File: config.mk
export PLATFORM = sky130hd
export DESIGN_NAME = rr_arb8_flat
export DESIGN_NICKNAME = d
export VERILOG_FILES = /design/src/rtl/rr_arb8_pkg.sv /design/src/rtl/rr_arb8_if.sv /design/src/rtl/rr_arb8_dec.sv /design/src/rtl/rr_arb8.sv /design/src/flat_wrapper.sv
export SDC_FILE = /design/constraint.sdc
export NUM_CORES = 1
export LEC_CHECK = 0
export CORE_ASPECT_RATIO = 1.4
export CORE_UTILIZATION = 45
export CTS_CLUSTER_DIAMETER = 100
export DETAILED_ROUTE_END_ITERATION = 8
export HOLD_SLACK_MARGIN = 0.1
export PLACE_DENSITY = 0.67
export RECOVER_POWER = 50
export SYNTH_ARGS = -nofsm -noshare
export SYNTH_HDL_FRONTEND = slang
export SYNTH_SLANG_ARGS = --single-unit
File: constraint.sdc
create_clock -name clk -period 4.6 [get_ports clk]
set_input_delay 1.38 -clock clk [delete_from_list [all_inputs] [get_ports clk]]
set_output_delay 1.38 -clock clk [all_outputs]
set_load 0.02 [all_outputs]
File: src/rtl/rr_arb8_pkg.sv
// Shared definitions for the round-robin arbiter family.
// State encodings and requester geometry reused by sequencing blocks.
package rr_arb8_pkg;

  localparam int NUM_REQ = 8;
  localparam int IDX_W   = 3;

  typedef enum logic {
    ST_IDLE  = 1'b0,
    ST_GRANT = 1'b1
  } state_e;

endpackage

File: src/rtl/rr_arb8_if.sv
// Request/grant bundle between requesters and the arbiter.
// The master side drives requests; the slave side is the arbiter.
interface rr_arb8_if;
  import rr_arb8_pkg::*;

  logic [NUM_REQ-1:0] req;
  logic               done;
  logic [0:NUM_REQ-1] gnt;
  logic [IDX_W-1:0]   gnt_idx;
  logic               gnt_valid;
  logic               timeout;

  modport master (
    output req, done,
    input  gnt, gnt_idx, gnt_valid, timeout
  );

  modport slave (
    input  req, done,
    output gnt, gnt_idx, gnt_valid, timeout
  );

endinterface

File: src/rtl/rr_arb8_dec.sv
// 3-to-8 one-hot decoder with enable.
// out[sel] is high only while en is high.
module dec3to8 (
  input  logic [2:0] sel,
  input  logic       en,
  output logic [0:7] out
);

  always_comb begin
    out = '0;
    if (en) out[sel] = 1'b1;
  end

endmodule

File: src/rtl/rr_arb8.sv
// Eight-way round-robin arbiter with a bounded grant hold time.
// Each release costs one idle cycle before the next grant.
module rr_arb8
  import rr_arb8_pkg::*;
#(
  parameter int MAX_HOLD = 15,
  parameter int HOLD_W   = 4
) (
  input logic    clk,
  input logic    reset,
  rr_arb8_if.slave bus
);

  localparam logic [HOLD_W-1:0] HOLD_LIM =
    HOLD_W'(MAX_HOLD - 1);

  state_e             state_q, state_d;
  logic [IDX_W-1:0]   idx_q, idx_d;
  logic [IDX_W-1:0]   ptr_q, ptr_d;
  logic [HOLD_W-1:0]  hold_q, hold_d;
  logic               to_q, to_d;
  logic [IDX_W-1:0]   pick;
  logic               cur_req;
  logic               lim;
  logic               rel;

  // First requester at or after p, wrapping modulo NUM_REQ.
  function automatic logic [IDX_W-1:0] rr_pick(
    input logic [NUM_REQ-1:0] r,
    input logic [IDX_W-1:0]   p
  );
    logic [IDX_W-1:0] c;
    logic             hit;
    rr_pick = '0;
    hit     = 1'b0;
    for (int k = 0; k < NUM_REQ; k++) begin
      c = p + IDX_W'(k);
      if (!hit && r[c]) begin
        rr_pick = c;
        hit     = 1'b1;
      end
    end
  endfunction

  assign pick    = rr_pick(bus.req, ptr_q);
  assign cur_req = bus.req[idx_q];
  assign lim     = (hold_q == HOLD_LIM);
  assign rel     = bus.done | ~cur_req | lim;

  always_comb begin
    state_d = state_q;
    idx_d   = idx_q;
    ptr_d   = ptr_q;
    hold_d  = hold_q;
    to_d    = 1'b0;
    case (state_q)
      ST_IDLE: begin
        if (|bus.req) begin
          state_d = ST_GRANT;
          idx_d   = pick;
          hold_d  = '0;
        end
      end
      ST_GRANT: begin
        if (rel) begin
          state_d = ST_IDLE;
          ptr_d   = idx_q + IDX_W'(1);
          // Only a pure hold-limit release is reported.
          to_d    = lim & ~bus.done & cur_req;
        end else if (!lim) begin
          hold_d  = hold_q + HOLD_W'(1);
        end
      end
      default: state_d = ST_IDLE;
    endcase
  end

  always_ff @(posedge clk or posedge reset) begin
    if (reset) begin
      state_q <= ST_IDLE;
      idx_q   <= '0;
      ptr_q   <= '0;
      hold_q  <= '0;
      to_q    <= 1'b0;
    end else begin
      state_q <= state_d;
      idx_q   <= idx_d;
      ptr_q   <= ptr_d;
      hold_q  <= hold_d;
      to_q    <= to_d;
    end
  end

  assign bus.gnt_valid = (state_q == ST_GRANT);
  assign bus.gnt_idx   = idx_q;
  assign bus.timeout   = to_q;

  dec3to8 u_dec (
    .sel (idx_q),
    .en  (state_q == ST_GRANT),
    .out (bus.gnt)
  );

endmodule

File: src/flat_wrapper.sv
// flat-port wrapper written by rule: the top's interface ports become plain ports
module rr_arb8_flat import rr_arb8_pkg::*;
#(
  parameter int MAX_HOLD = 15,
  parameter int HOLD_W   = 4
)
  (clk, reset, bus_req, bus_done, bus_gnt, bus_gnt_idx, bus_gnt_valid, bus_timeout);
  rr_arb8_if bus_i ();
  input logic clk;
  input logic reset;
  input wire logic [$bits(bus_i.req)-1:0] bus_req;
  input wire logic [$bits(bus_i.done)-1:0] bus_done;
  output wire logic [$bits(bus_i.gnt)-1:0] bus_gnt;
  output wire logic [$bits(bus_i.gnt_idx)-1:0] bus_gnt_idx;
  output wire logic [$bits(bus_i.gnt_valid)-1:0] bus_gnt_valid;
  output wire logic [$bits(bus_i.timeout)-1:0] bus_timeout;
  assign bus_i.req = bus_req;
  assign bus_i.done = bus_done;
  assign bus_gnt = bus_i.gnt;
  assign bus_gnt_idx = bus_i.gnt_idx;
  assign bus_gnt_valid = bus_i.gnt_valid;
  assign bus_timeout = bus_i.timeout;
  rr_arb8 #(.MAX_HOLD(MAX_HOLD), .HOLD_W(HOLD_W)) u_core (.clk(clk), .reset(reset), .bus(bus_i));
endmodule
==> impl_metrics.tcl, run 1 <==
set metrics [dict create \
    status "finished, final reports clean" \
    critPathMaxStageDelay_ns 0.69 \
    synth_cell_types 46 \
    fillCellCount 316 \
    worst_pin_slew_ns 0.708 \
    power_w 0.00144 \
    async_reset_ff_share_pct 100 \
    path_clk_slew_ns 0.05 \
    htreeDepth 1 \
    die_h_um 73.3 \
    cpLargestDelayFamily "multiplexers" \
    io_buffers 23 \
    critPathArrivalTime_ns 3.94 \
    first_pass_iters 4 \
    grt_max_degree 18 \
    drt-initial-drc-count 42 \
    syn_area_per_cell_um2 8.88 \
    syn2layout_area_growth_pct 17.5 \
    final_area_um2 1920 \
    cap_violations 0 \
    clockBufferDepth 2 \
    synth-edff-count 0 \
    finalSetupViolations 0 \
    core_region_area_um2 3410 \
    synth_adder_area_share_pct 3.83 \
    drv_slew 0 \
    dieArea_um2 3880 \
    hold_viol 0 \
    io_pins 24 \
    wl_um 4200 \
    p_leak_nw 0.768 \
    utilization_pct 56.3 \
    grt_overflow_total 0 \
    drive_above_1_share_pct 8.33 \
    antenna_found_initial 0 \
    required_ns 4.74 \
    tns_ns 0 \
    netlist_instances 184 \
    rsz0062_at_grt "no" \
    synth.ff_latch_count 12 \
    holdCritPathClass "register to register" \
    nNetsFinal 221 \
    postCtsResizedCells 0 \
    grt_pass1_wl_um 6980 \
    synth.area.mux_share_pct 29.5 \
    core.rowCount 25 \
    fmax_mhz 263 \
    gp_congestion 0.962 \
    min_period_ns 3.80 \
    synthSimpleGateAreaFrac_pct 21.8 \
    synth_fp_nets 200 \
    critical_path_buf_inv_count 1 \
    cts_tree "built" \
    worst_ir_drop_vdd_mv 0.469 \
    drc 0 \
    synth_xor_area_share_pct 2.14 \
    diodes 0 \
    start_util_pct 47.9 \
    cts_hold_buf 0 \
    crit_slowest_cell "mux4_4" \
    critPathMaxFanout 9 \
    grt_usage_pct 24.4 \
    vias_per_cell 6.36 \
    yosys_warnings 0 \
    cts_setup_buffers 0 \
    clkSinkCount 12 \
    fp.dieW_um 52.9 \
    synth_top_family_by_area "multiplexers" \
    crit_path_start_kind "input port" \
    yosysSeqAreaShare_pct 18.4 \
    end_kind "register" \
    grt_pass1_vias 1561 \
    crit_type "input port to register" \
    wire_per_inst_um 17.2 \
    syn_area_um2 1630 \
    multi_input_area_um2 1230 \
    relSlewSlack_pct 52.6 \
    ys.flop_type "dfrtp_1" \
    regArea_um2 300 \
    antenna_left 0 \
    dp_hpwl_um 3350 \
    vias 1552 \
    rrSetupSlack_ns 0.84 \
    path_cells "dlygate4sd3_1 > mux2i_1 > nand2_1 > mux4_4 > nor4_1 > a2111oi_0 > o31ai_1" \
    fin_skew_ns 0.00669 \
    root_buffer "clkbuf_8" \
    synth_compound_area_share_pct 17.9 \
    fin_crit_sh_pct 82.6 \
    placed_area_um2 1870 \
    clock_latency_ns 0.24 \
    powerDensity_nw_per_um2 750 \
    cts_inserted_buffers 3 \
]
[synthesized netlist by cell type, types with 5 or more instances]
| cell type | number | share of area, % |
|---|---|---|
| dfrtp_1 | 12 | 18 |
| nand2_1 | 17 | 3.9 |
| mux4_1 | 6 | 9.6 |
| nor3_1 | 9 | 2.8 |
| nor2_1 | 14 | 3.2 |
| ha_1 | 5 | 3.8 |
| mux2i_1 | 13 | 8.0 |
| a21oi_1 | 11 | 3.4 |
| nand3_1 | 8 | 2.5 |
| o31ai_1 | 5 | 2.3 |
| inv_1 | 10 | 2.3 |
| o211ai_1 | 8 | 3.7 |
[registers in the layout, indices dropped and copies added (netlist names)]
| signal | count |
|---|---|
| u_core.hold_q | 4 |
| u_core.bus.gnt_idx | 3 |
| u_core.ptr_q | 3 |
| u_core.bus.gnt_valid | 1 |
| u_core.bus.timeout | 1 |
[logic make-up (layout without fill, tap and decap cells)]
| group | count (synthesis) | after routing |
|---|---|---|
| simple gates | 70 | 70 |
| compound gates | 43 | 43 |
| mux | 30 | 30 |
| buf+inv | 20 | 40 |
| flops | 12 | 12 |
| fa+ha+maj | 5 | 5 |
| xor+xnor | 4 | 4 |
[worst paths after layout]
check | depth (start not counted) | end | from
setup / recovery | 7 | u_core.bus.gnt_idx[0] | bus_req[7]
hold reg to reg | 1 | u_core.hold_q[0] | u_core.hold_q[0]
hold / removal | 1 | u_core.hold_q[0] | u_core.hold_q[0]
setup reg to reg | 8 | u_core.bus.gnt_idx[1] | u_core.ptr_q[1]
min in group asynchronous | 2 | u_core.ptr_q[0] | reset
max in group asynchronous | 2 | u_core.hold_q[0] | reset
[layout by cell type, fill, tap and decap left out, types with 5 or more instances in the layout]
master            n
dfrtp_1          12
mux2i_1          13
nand3_1           8
mux4_1            6
a21oi_1          11
o211ai_1          8
nand2_1          17
ha_1              5
nor3_1            9
inv_1            10
o31ai_1           5
dlygate4sd3_1     7
clkdlybuf4s50_1  16
nor2_1           14
[per-layer routing]
layer  up-vias  routed length (µm)  GRT usage (%)
li1        755                   -              -
met1       744                1650           27.2
met2        36                2240           42.9
met3        17                 106           2.07
met4         0                 191           15.8
met5         -                   0              0
[report_power, final]
part / internal [W] / switching [W]
sequential: 0.000146 / 0.0000843
combinational: 0.000489 / 0.000610
clock: 0.0000753 / 0.0000354
[cell type report]
class | instances | share of cell area, %
Tap cell | 40 | 2.61
Inverter | 11 | 2.15
Multi-Input combinational cell | 152 | 64.0
Clock buffer | 4 | 2.87
Sequential cell | 12 | 15.6
Timing Repair Buffer | 25 | 12.8
[stage by stage]
stage	hold slack, ns	std cells	setup slack (ns)
global placement	0.513	240	0.726
finish	0.536	244	0.801
CTS	0.548	244	0.864
floorplan	0.476	184	1.37
global route	0.570	244	0.617
detailed placement	0.534	240	0.686
(Power assumes the default switching activity.)
==> run 2, diff against run 1 <==
- PLACE_DENSITY: 0.67 -> 0.7
- clock period: 4.6 -> 3.29 ns (I/O delays scaled with it)
==> impl_metrics.tcl, run 2 (synthesis gave the netlist of run 1 again) <==
set metrics [dict create \
    io_pins 24 \
    regArea_um2 300 \
    diodes 0 \
    dieArea_um2 3880 \
    die_h_um 73.3 \
    drv_slew 0 \
    worst_pin_slew_ns 0.480 \
    powerDensity_nw_per_um2 1080 \
    drc 0 \
    p_leak_nw 0.887 \
    antenna_left 0 \
    grt_pass1_vias 1730 \
    holdCritPathClass "register to register" \
    dp_hpwl_um 3720 \
    finalSetupViolations 0 \
    cpLargestDelayFamily "multiplexers" \
    clkSinkCount 12 \
    antenna_found_initial 0 \
    power_w 0.00228 \
    cts_tree "built" \
    core_region_area_um2 3410 \
    gp_congestion 0.868 \
    postCtsResizedCells 0 \
    fin_skew_ns 0.00231 \
    final_cell_mix "buf_4, nand2_1, clkdlybuf4s50_1, nor2_1, mux2i_1" \
    start_util_pct 47.9 \
    crit_type "input port to register" \
    drt-initial-drc-count 27 \
    core.rowCount 25 \
    worst_hold_slack_ns 0.541 \
    cts_setup_buffers 0 \
    path_clk_slew_ns 0.05 \
    largest_register_ffs 4 \
    wl_um 4730 \
    regMostFlops "u_core.hold_q" \
    root_buffer "clkbuf_8" \
    critPathArrivalTime_ns 3.31 \
    fillCellCount 299 \
    grt_pass1_wl_um 8010 \
    critPathMaxFanout 8 \
    wire_per_inst_um 17.6 \
    htreeDepth 1 \
    status "finished, final reports clean" \
    io_buffers 23 \
    clockBufferDepth 2 \
    grt_max_degree 17 \
    crit_slowest_cell "mux4_4" \
    nNetsFinal 246 \
    critPathMaxStageDelay_ns 0.68 \
    crit_path_start_kind "input port" \
    first_pass_iters 4 \
    clock_latency_ns 0.24 \
    vias_per_cell 6.25 \
    worst_ir_drop_vdd_mv 0.592 \
    critical_path_buf_inv_count 1 \
    syn2layout_area_growth_pct 29.0 \
    cts_hold_buf 0 \
    min_period_ns 3.15 \
    required_ns 3.44 \
    cts_inserted_buffers 3 \
    multi_input_area_um2 1230 \
    grt_usage_pct 27.7 \
    end_kind "register" \
    hold_viol 0 \
    cap_violations 0 \
    drive_above_1_share_pct 18.3 \
    grt_overflow_total 0 \
    layout_commonest_cell "buf_4" \
    vias 1680 \
    fin_crit_sh_pct 95.9 \
    tns_ns 0 \
    path_cells "clkdlybuf4s50_1 > mux2i_1 > nand2_1 > mux4_4 > nor3_1 > a2111oi_0 > o31ai_1" \
    relSlewSlack_pct 67.2 \
    fp.dieW_um 52.9 \
    rsz0062_at_grt "no" \
    fmax_mhz 317 \
]
==> run 2: cell type report <==
type	instances	area share [%]
multi-input combinational	152	58.3
timing repair buffer	50	20.5
sequential	12	14.2
clock buffer	4	2.61
tap	40	2.37
inverter	11	1.96
==> run 2: power by group <==
group | leakage [nW] | total (W) | internal, W | switching, W
logic | 0.707 | 0.00180 | 0.000873 | 0.000923
registers | 0.151 | 0.000327 | 0.000204 | 0.000123
clock network | 0.0288 | 0.000162 | 0.000106 | 0.0000561
==> run 2: worst reg2reg max path: stages (launching register included) <==
cell and delay [ns]:
dfrtp_1 0.36, inv_1 0.13, ha_1 0.50, mux4_1 0.65, mux2_2 0.30, a21oi_1 0.15
o32ai_1 0.08, or4_1 0.48, a22o_1 0.19
==> run 2: path summary, 6_finish.rpt <==
kind                                  start  slack (ns)  depth (start not counted)                     to
min                        u_core.hold_q[0]        0.54                          1       u_core.hold_q[0]
max                              bus_req[1]        0.14                          7  u_core.bus.gnt_idx[0]
min in group asynchronous             reset        1.19                          2        u_core.ptr_q[1]
min reg2reg                u_core.hold_q[0]        0.54                          1       u_core.hold_q[0]
max in group asynchronous             reset        1.78                          2     u_core.bus.timeout
max reg2reg                 u_core.ptr_q[0]        0.34                          8  u_core.bus.gnt_idx[1]
==> run 2: routing by layer <==
| metal | track usage, % | share of wire (%) |
|---|---|---|
| met5 | 0 | 0 |
| met1 | 30.5 | 39 |
| met3 | 3.11 | 2.9 |
| met4 | 13.2 | 2.7 |
| met2 | 51.1 | 56 |
==> run 2: through the flow <==
stage               setup WS (ns)  utilization (%)  instance area (µm²)  std cells
floorplan                   0.371                -                 1630        184
global placement          -0.0617             60.2                 2050        265
detailed placement        -0.0898             60.2                 2050        265
CTS                         0.165             61.8                 2110        269
global route               0.0399             61.8                 2110        269
finish                      0.135             61.8                 2110        269
